`config.mk`:
```
export PLATFORM = sky130hd
export DESIGN_NAME = io_cell_cfg_sequencer
export DESIGN_NICKNAME = d
export VERILOG_FILES = /design/src/rtl/io_cell_cfg_sequencer.sv
export SDC_FILE = /design/constraint.sdc
export NUM_CORES = 1
export LEC_CHECK = 0
export CAP_MARGIN = 25
export CORE_ASPECT_RATIO = 0.8
export CORE_MARGIN = 8
export CORE_UTILIZATION = 55
export DETAILED_ROUTE_END_ITERATION = 12
export PLACE_DENSITY = 0.78
export SLEW_MARGIN = 15
export SYNTH_ARGS = -nofsm -noshare
export SYNTH_HDL_FRONTEND = slang
export SYNTH_SLANG_ARGS = --single-unit
```
`constraint.sdc`:
```
create_clock -name clk -period 10.45 [get_ports clk]
set_input_delay 2.09 -clock clk [delete_from_list [all_inputs] [get_ports clk]]
set_output_delay 2.09 -clock clk [all_outputs]
set_load 0.005 [all_outputs]
```
`src/rtl/io_cell_cfg_sequencer.sv`:
```
// -----------------------------------------------------------------------------
// io_cell_cfg_sequencer
//
// Register-programmable configuration store for the IO cell ring. Software
// writes per-cell shadow configs over a simple request/ready register bus and
// then commits them. A sequencer walks the cells in index order. It copies
// each differing shadow entry into the active config, one cell at a time, and
// inserts a settle gap after every applied change. This limits how many pads
// switch at once.
//
// Ports:
//   clk, reset      - single clock, synchronous active-high reset
//   reg_req/reg_we  - register request (held until reg_ready) and write flag
//   reg_addr        - word index (see address map below)
//   reg_wdata       - write data
//   reg_rdata       - read data, valid with reg_ready
//   reg_ready       - one-cycle completion pulse, one cycle after acceptance
//   reg_err         - error flag, valid with reg_ready
//   cell_cfg        - flat active config, cell i at [(i+1)*W-1 : i*W]
//   busy            - sequencer is walking cells
//   commit_done     - one-cycle pulse when a commit finishes
//
// Address map (N = IOCELL_COUNT):
//   0..N-1 SHADOW[i]   R/W (bits [W-1:0])
//   N      CTRL        W: bit0 starts a commit, bit1 sets LOCK (if built); reads 0
//   N+1    STATUS      RO: bit0 busy, bit1 lock, bits[15:8] current cell index
//   N+2    ACTIVE_SEL  R/W cell index
//   N+3    ACTIVE      RO: ACTIVE[ACTIVE_SEL], error if ACTIVE_SEL >= N
//   other  error, write ignored, read 0
//
// Optional feature macro: IOCELL_CFG_LOCK_EN
//   When defined, CTRL bit1 is a sticky write-1 lock, cleared only by reset.
//   The lock blocks writes to SHADOW, commit starts and ACTIVE_SEL writes.
//   When undefined, no lock logic is built and STATUS bit1 reads 0.
// -----------------------------------------------------------------------------
module io_cell_cfg_sequencer #(
  parameter int IOCELL_COUNT  = 28,
  parameter int IOCELL_CFG_W  = 5,
  parameter int SETTLE_CYCLES = 4,
  parameter logic [IOCELL_COUNT*IOCELL_CFG_W-1:0] RESET_CFG = '0
) (
  input  logic                                 clk,
  input  logic                                 reset,
  input  logic                                 reg_req,
  input  logic                                 reg_we,
  input  logic [7:0]                           reg_addr,
  input  logic [31:0]                          reg_wdata,
  output logic [31:0]                          reg_rdata,
  output logic                                 reg_ready,
  output logic                                 reg_err,
  output logic [IOCELL_COUNT*IOCELL_CFG_W-1:0] cell_cfg,
  output logic                                 busy,
  output logic                                 commit_done
);

  localparam int N     = IOCELL_COUNT;
  localparam int W     = IOCELL_CFG_W;
  localparam int IDX_W = (N > 1) ? $clog2(N) : 1;

  // Register addresses are compared at 9 bits because N+3 can exceed 255.
  localparam logic [8:0]       ADDR_CTRL   = 9'(N);
  localparam logic [8:0]       ADDR_STATUS = 9'(N + 1);
  localparam logic [8:0]       ADDR_SEL    = 9'(N + 2);
  localparam logic [8:0]       ADDR_ACTIVE = 9'(N + 3);
  localparam logic [IDX_W-1:0] LAST_IDX    = IDX_W'(N - 1);

  typedef enum logic [1:0] {
    IDLE,
    SCAN,
    SETTLE
  } state_t;

  // Config storage. It is kept in flops because every active entry drives
  // the frame in parallel and the whole store must reset in one cycle.
  logic [W-1:0]     shadow_reg [N];
  logic [W-1:0]     active_reg [N];
  logic [W-1:0]     reset_cell [N];
  logic [7:0]       active_sel_reg;

  state_t           state_reg;
  logic [IDX_W-1:0] idx_reg;
  logic [7:0]       settle_cnt_reg;
  logic             busy_reg;
  logic             commit_done_reg;

  logic             reg_ready_reg;
  logic             reg_err_reg;
  logic [31:0]      reg_rdata_reg;

  logic [8:0]       addr_ext;
  logic [IDX_W-1:0] addr_idx;
  logic [IDX_W-1:0] sel_idx;
  logic             sel_in_range;
  logic             accept;
  logic             locked;
  logic             cell_differs;
  logic             last_cell;

  logic             acc_err;
  logic [31:0]      acc_rdata;
  logic             shadow_we;
  logic             sel_we;
  logic             start_commit;

  // Only a few wdata bits are architecturally meaningful.
  logic             unused_wdata;
  assign unused_wdata = ^reg_wdata;

  for (genvar gi = 0; gi < N; gi++) begin : g_cell
    assign reset_cell[gi]        = RESET_CFG[gi*W +: W];
    assign cell_cfg[gi*W +: W]   = active_reg[gi];
  end

  assign addr_ext     = {1'b0, reg_addr};
  assign addr_idx     = reg_addr[IDX_W-1:0];
  assign sel_idx      = active_sel_reg[IDX_W-1:0];
  assign sel_in_range = ({1'b0, active_sel_reg} < ADDR_CTRL);

  // A request still high during its own ready cycle is the tail of the
  // previous access, not a new one.
  assign accept       = reg_req & ~reg_ready_reg;

  assign cell_differs = (shadow_reg[idx_reg] != active_reg[idx_reg]);
  assign last_cell    = (idx_reg == LAST_IDX);

`ifdef IOCELL_CFG_LOCK_EN
  logic lock_reg;
  logic lock_set;

  // CTRL writes are refused while busy, and so is the lock request.
  assign lock_set = accept & reg_we & (addr_ext == ADDR_CTRL) & ~busy_reg & reg_wdata[1];

  always_ff @(posedge clk) begin
    if (reset) begin
      lock_reg <= 1'b0;
    end else if (lock_set) begin
      lock_reg <= 1'b1;
    end
  end

  assign locked = lock_reg;
`else
  assign locked = 1'b0;
`endif

  // Register access decode: error/read data plus the side-effect strobes.
  always_comb begin
    acc_err      = 1'b0;
    acc_rdata    = '0;
    shadow_we    = 1'b0;
    sel_we       = 1'b0;
    start_commit = 1'b0;
    if (addr_ext < ADDR_CTRL) begin
      if (reg_we) begin
        if (busy_reg || locked) acc_err = 1'b1;
        else                    shadow_we = 1'b1;
      end else begin
        acc_rdata = 32'(shadow_reg[addr_idx]);
      end
    end else if (addr_ext == ADDR_CTRL) begin
      if (reg_we) begin
        if (busy_reg) begin
          acc_err = 1'b1;
        end else if (reg_wdata[0]) begin
          if (locked) acc_err = 1'b1;
          else        start_commit = 1'b1;
        end
      end
    end else if (addr_ext == ADDR_STATUS) begin
      if (!reg_we) begin
        acc_rdata = {16'd0, 8'(idx_reg), 6'd0, locked, busy_reg};
      end
    end else if (addr_ext == ADDR_SEL) begin
      if (reg_we) begin
        if (locked) acc_err = 1'b1;
        else        sel_we = 1'b1;
      end else begin
        acc_rdata = 32'(active_sel_reg);
      end
    end else if (addr_ext == ADDR_ACTIVE) begin
      if (!reg_we) begin
        if (sel_in_range) acc_rdata = 32'(active_reg[sel_idx]);
        else              acc_err = 1'b1;
      end
    end else begin
      acc_err = 1'b1;
    end
    if (!accept) begin
      shadow_we    = 1'b0;
      sel_we       = 1'b0;
      start_commit = 1'b0;
    end
  end

  // Bus response registers.
  always_ff @(posedge clk) begin
    if (reset) begin
      reg_ready_reg <= 1'b0;
      reg_err_reg   <= 1'b0;
      reg_rdata_reg <= '0;
    end else begin
      reg_ready_reg <= accept;
      reg_err_reg   <= accept & acc_err;
      reg_rdata_reg <= accept ? acc_rdata : '0;
    end
  end

  // Shadow store and active selector.
  always_ff @(posedge clk) begin
    if (reset) begin
      for (int i = 0; i < N; i++) shadow_reg[i] <= reset_cell[i];
      active_sel_reg <= '0;
    end else begin
      if (shadow_we) shadow_reg[addr_idx] <= reg_wdata[W-1:0];
      if (sel_we)    active_sel_reg <= reg_wdata[7:0];
    end
  end

  // Commit sequencer. Active entries change only from SCAN, one per step.
  always_ff @(posedge clk) begin
    if (reset) begin
      state_reg       <= IDLE;
      idx_reg         <= '0;
      settle_cnt_reg  <= '0;
      busy_reg        <= 1'b0;
      commit_done_reg <= 1'b0;
      for (int i = 0; i < N; i++) active_reg[i] <= reset_cell[i];
    end else begin
      commit_done_reg <= 1'b0;
      case (state_reg)
        IDLE: begin
          if (start_commit) begin
            idx_reg   <= '0;
            busy_reg  <= 1'b1;
            state_reg <= SCAN;
          end
        end
        SCAN: begin
          if (cell_differs) active_reg[idx_reg] <= shadow_reg[idx_reg];
          // With no settle gap a changed cell advances like an unchanged one.
          if (cell_differs && (SETTLE_CYCLES != 0)) begin
            settle_cnt_reg <= 8'(SETTLE_CYCLES);
            state_reg      <= SETTLE;
          end else if (last_cell) begin
            state_reg       <= IDLE;
            busy_reg        <= 1'b0;
            commit_done_reg <= 1'b1;
          end else begin
            idx_reg <= idx_reg + 1'b1;
          end
        end
        SETTLE: begin
          // Counter is loaded with SETTLE_CYCLES, so the gap spans exactly
          // that many cycles.
          if (settle_cnt_reg == 8'd1) begin
            if (last_cell) begin
              state_reg       <= IDLE;
              busy_reg        <= 1'b0;
              commit_done_reg <= 1'b1;
            end else begin
              idx_reg   <= idx_reg + 1'b1;
              state_reg <= SCAN;
            end
          end else begin
            settle_cnt_reg <= settle_cnt_reg - 8'd1;
          end
        end
        default: state_reg <= IDLE;
      endcase
    end
  end

  assign reg_ready   = reg_ready_reg;
  assign reg_err     = reg_err_reg;
  assign reg_rdata   = reg_rdata_reg;
  assign busy        = busy_reg;
  assign commit_done = commit_done_reg;

endmodule
```
== Word level (Yosys, flattened, before mapping) ==
Memories as Yosys holds them, arrays and structs flattened. A register that Yosys moved wholly into a read port is not among the register bits.
Index checks and enable logic that the tools add are counted.

* Memories: 2
* Flip-flop bits (word level): 59
* Input bits: 44
* Output and inout bits: 176
* ROM bits: 0
* Bits in latches: 0
* Word-level logic and storage cells: 122
* RAM bits: 280

* Div/mod/pow operators: 0
* Muxes and demuxes: 79
* Reductions and logical operators: 9
* Multipliers: 0
* $lt $le $gt $ge: 2
* Shifts and indexed selects: 0
* Add/sub/neg operators: 2
* Equality and inequality tests: 15
* Bitwise gates (word level): 4

{| class="wikitable"
|+ Memory list
! name !! words !! bits a word !! rd ports !! clocked after memory_dff !! write ports !! RTL line !! text
|-
| active_reg || 28 || 5 || 30 || 2 || 28 || 76 || <nowiki>logic [W-1:0] active_reg [N];</nowiki>
|-
| shadow_reg || 28 || 5 || 2 || 1 || 28 || 75 || <nowiki>logic [W-1:0] shadow_reg [N];</nowiki>
|}

{| class="wikitable"
|+ Operators by type and width
! cell !! number
|-
| $mux 32 || 4
|-
| $mux 5 || 18
|-
| $mux 1 || 44
|-
| $eq 8x5->1 const B || 4
|-
| $mux 8 || 3
|-
| $lt 8x5->1 const B || 2
|-
| $pmux 8 s2 || 1
|-
| $pmux 5 s3 || 1
|-
| $mux 13 || 1
|-
| $ne 2x2->1 const B || 5
|-
| $reduce_or 5->1 || 2
|-
| $eq 8x1->1 const B || 1
|-
| $mux 2 || 4
|-
| $sub 8x1->8 const B || 1
|-
| $pmux 2 s3 || 1
|-
| $reduce_and 3->1 || 2
|-
| $add 5x1->5 const B || 1
|-
| $eq 5x5->1 const B || 1
|-
| $ne 5x5->1 || 1
|-
| $reduce_and 4->1 || 1
|-
| $ne 3x3->1 const B || 1
|-
| $pmux 1 s3 || 1
|-
| $reduce_bool 3->1 || 1
|-
| $and 1x1->1 || 2
|-
| other kinds (7) || 8
|}

== Depth between registers and ports, before layout ==
* Depth after elaboration: 10
* Gate-level depth with buffers: 15
* Mapped depth without buffers: 9

== Worst setup path after synthesis ==
Ideal clock, no wire load.

* Path type: input to register
* Start: input port reg_addr[0]
* End: register reg_rdata_reg[0], in the netlist reg_rdata[0]
* Library setup time: 123 ps
* Slack: 6,112 ps
* Stages: 7
* Data arrival time: 4,215 ps
* Cell sequence: buf_1 > buf_1 > mux4_2 > a221oi_1 > nand3_1 > a21oi_1 > nor2_1

* Word-level cells in the longest chain between the ends: 6

{| class="wikitable"
|+ RTL lines
! item !! RTL line !! text
|-
| start, declared || 46 || <nowiki>input logic [7:0] reg_addr,</nowiki>
|-
| $eq 8x5->1 || 180 || <nowiki>end else if (addr_ext == ADDR_ACTIVE) begin</nowiki>
|-
| $mux 5 || 180 ||
|-
| $mux 32 || 173 || <nowiki>end else if (addr_ext == ADDR_SEL) begin</nowiki>
|-
| $mux 32 || 169 || <nowiki>end else if (addr_ext == ADDR_STATUS) begin</nowiki>
|-
| $mux 32 || 160 || <nowiki>end else if (addr_ext == ADDR_CTRL) begin</nowiki>
|-
| $mux 32 (*) || 153 || <nowiki>if (addr_ext < ADDR_CTRL) begin</nowiki>
|-
| end signal, assigned || 204 || <nowiki>reg_rdata_reg <= accept ? acc_rdata : '0;</nowiki>
|-
| end, declared || 88 || <nowiki>logic [31:0] reg_rdata_reg;</nowiki>
|}

Mark *: on every way between the ends. The rest lies on a longest branch, timed or not.
A chain may end at the register's enable or synchronous reset.

==> summary.txt <==
Worst setup path
  – Crit. End Element: flop
  – FF-to-FF setup slack: 4.64 ns
  – Crit path DAT: 6.04 ns
  – CP startpoint: reset
  – Critical R2R Capture: active_reg[24][1]
  – Crit-path max FO: 21
  – WP data required: between 10 and 15 ns
  – CP endpoint: shadow_reg[27][4]
  – Worst Setup Start Kind: input port
  – Setup CP Type: in2reg
  – Worst Reg-to-Reg Cells: 10

Timing
  – Setup WS post-layout: 4.577 ns
  – Tightest hold margin: 0.4899 ns
  – Total Neg Setup Slack: 0 ns
  – # setup viols final: 0
  – Relative slew slack: 24.53%
  – Fmax: approximately 170 MHz
  – Final Critical Period: 5.873 ns
  – Final hold vios: 0
  – Fin. max-slew vios: 0
  – Final period utilization: 56.20%
  – Worst clock skew: between 0.03 and 0.04 ns
  – RSZ-0062 raised after global routing: false
  – Worst Tran Pin Value: 1.120 ns

Logic synthesis
  – Seq/Total Area, Yosys: 54.62%
  – Count of cell types in the netlist: 57
  – Synth Area in Compound Gates: 5.050%
  – Synth Area in XOR/XNOR: less than 1%
  – Mux share of post-synthesis cell area: 21.99%
  – Adder-Cell Fraction of Synth Area: 0.6441%
  – Largest family of logic cells by synthesized area: multiplexers
  – Synth Area in Simple Gates: 13.51%
  – Post-synth EDFFs: 320
  – #FFs+latches synth: between 300 and 400
  – Syn_area_per_cell: roughly 14 µm²
  – Yosys warning count: 0
  – Post-synth ARST share: 0%
  – Main synth FF type: edfxtp_1
  – Post-Synthesis Cells: 1,433
  – Mapped cell area: 19,430 µm²

Clocking
  – Postcts setup bufs: 0
  – Post-cts resize count: 0
  – Clk buf depth: 3
  – CTS tree: built
  – TritonCTS Buffers: 38
  – Sink Count: 370
  – Clock insertion delay at the later pin of the skew report: 0.55 ns
  – Hold buffer count at CTS: 0
  – Clock transition at path regs: 0.06 ns
  – H-tree depth: 2
  – CTS Root Cell: clkbuf_16

Layout
  – Non-Filler Instances: 2,083
  – Nets: between 1,500 and 2,000
  – Area grow syn2layout: 17.74%
  – Ratio of cells with drive above 1 in the final layout: between 10% and 20%
  – Post-layout util: 65.72%
  – Fillers: 2,477

Route
  – Routed via count: 13,920
  – DRC: 0
  – Antenna Nets Post-Route: 0
  – Post-Route WL: ~59,000 µm
  – Via density: about 6.7
  – Avg WL per Cell: 28.30 µm
  – Drt initial violations: 2,147
  – Drt first pass iters: 8

Global route
  – M1 GR Usage: 39.45%
  – Most Crowded Layer GR: met2
  – Tot GR Track Use: between 20% and 30%
  – First-pass GRT wire length: 87,240 µm
  – GR Util met3: under 10%
  – Pin count of the biggest net entering global routing: 64
  – Grt met2 use: between 40% and 50%
  – Vias in the first global route: 13,510
  – Initial antenna violation count: 5
  – Overflow after GRT: 0

Power
  – Pwr dens: 148.8 nW/µm²
  – Max IR drop VDD: 145.5 µV
  – Leak: 7.402 nW

Floorplan
  – Core Footprint: 34,800 µm²
  – Site Rows: 61
  – Top-level I/O count: 220
  – Die height: around 180 µm
  – DIE AREA: 41,630 µm²
  – Starting Density: 55.82%
  – Chip Width: roughly 230 µm

Outcome
  – Status: finished, final reports clean

Place
  – Port Buffers: 176
  – Post-place setup slack: 4.173 ns
  – Post-DP HPWL: 41,880 µm
  – Final GP Congestion: 0.9456
  – Dpl cells: 2,009

Min path
  – Min-Delay Path Class: reg2reg

Job
  – Max-cap viol count: 0
cell type report:
class	count	area [µm²]	share of cell area, %
Sequential cell	370	10620	46.44
Multi-Input combinational cell	946	8272	36.17
Timing Repair Buffer	202	1964	8.589
Clock buffer	48	1072	4.688
Tap cell	472	590.6	2.582
Clock inverter	20	260.3	1.138
Inverter	23	86.33	0.3775
Antenna cell	2	5.005	0.02188
kinds of logic after synthesis:
logic type | after synthesis
other | 1
AOI/OAI and AO/OA | 150
and+or+nand+nor | 527
xor gates and xnor gates | 9
muxes | 211
buffers and inverters | 155
DFF | 370
adders and majority gates | 10
stage by stage:
step / area, µm² / power (mW)
finish: 22870 / 3.403
global route: 22870 / 3.470
CTS: 22830 / 3.391
detailed placement: 21500 / 1.967
global placement: 21480 / 1.960
floorplan: 19570 / 1.839
where the power goes:
group | switching (mW) | total (mW) | internal, mW
logic | 0.132 | 0.244 | 0.112
registers | 0.0463 | 1.70 | 1.65
clock network | 0.581 | 1.46 | 0.877
worst min-delay path by stage:
stage                            from           endpoint  cells after the start
CTS                 settle_cnt_reg[1]  settle_cnt_reg[1]                      2
detailed placement  settle_cnt_reg[1]  settle_cnt_reg[1]                      2
global placement    settle_cnt_reg[1]  settle_cnt_reg[1]                      2
global route        settle_cnt_reg[1]  settle_cnt_reg[1]                      2
finish              settle_cnt_reg[1]  settle_cnt_reg[1]                      2
floorplan           active_sel_reg[7]       reg_rdata[7]                      1
cells in the final DEF (no fill, tap or decap), types with 6 or more instances in the layout:
cell             count
edfxtp_1           320
nor2_1             206
clkdlybuf4s50_1    174
mux4_2             172
and2_1             153
nand2_1             73
o21ai_0             63
dfxtp_1             45
clkbuf_16           41
conb_1              39
mux2i_1             33
inv_1               22
nand3_1             21
buf_4               21
a22oi_1             20
o22ai_1             17
a21oi_1             14
nor3_1              12
ha_1                10
nor2b_1              9
and3_1               8
nand3b_1             7
mux2_2               6
nand4_1              6
xor2_1               6
bufinv_16            6
synth_stat cells, types with 3 or more instances:
master / count / area [µm²]
a32o_1: 4 / 40.04
xnor2_1: 3 / 26.28
nand2_1: 73 / 274.0
nand2b_1: 5 / 31.28
xor2_1: 6 / 52.55
nand3_1: 21 / 105.1
ha_1: 10 / 125.1
nor3_1: 12 / 60.06
buf_2: 27 / 135.1
mux2i_1: 33 / 330.3
buf_1: 13 / 48.80
edfxtp_1: 320 / 9609
dfxtp_1: 50 / 1001
o21ai_0: 63 / 315.3
nor2_1: 206 / 773.2
o22ai_1: 17 / 106.4
inv_1: 22 / 82.58
buf_4: 27 / 202.7
a221oi_1: 4 / 35.03
nand3b_1: 7 / 52.55
mux4_2: 172 / 3874
or3b_2: 3 / 26.28
clkbuf_1: 63 / 236.5
and3b_1: 3 / 26.28
and3_1: 8 / 50.05
and2_1: 153 / 957.2
nor4_1: 4 / 25.02
or3_1: 5 / 31.28
o2111ai_2: 4 / 60.06
o21ai_1: 3 / 15.01
a21oi_1: 14 / 70.07
a22oi_1: 20 / 150.1
nor3b_1: 5 / 37.54
nor2b_1: 9 / 56.30
o211ai_1: 5 / 37.54
nand4_1: 6 / 37.54
mux2_2: 6 / 67.56
metal layers:
metal	routed length, µm	up-vias	part of all wire [%]
met3	9258	158	16
met4	1870	6	3.2
met2	25970	1200	44
met1	21810	6869	37
li1	-	5682	-
met5	45	-	0.076
critical path, cell delays in order:
cell and delay (ns):
clkdlybuf4s50_1 0.95, inv_2 0.55, nand2_1 0.31, nor4_1 0.50
nand3_1 0.65, o21ai_0 0.96
(Power assumes the default switching activity.)
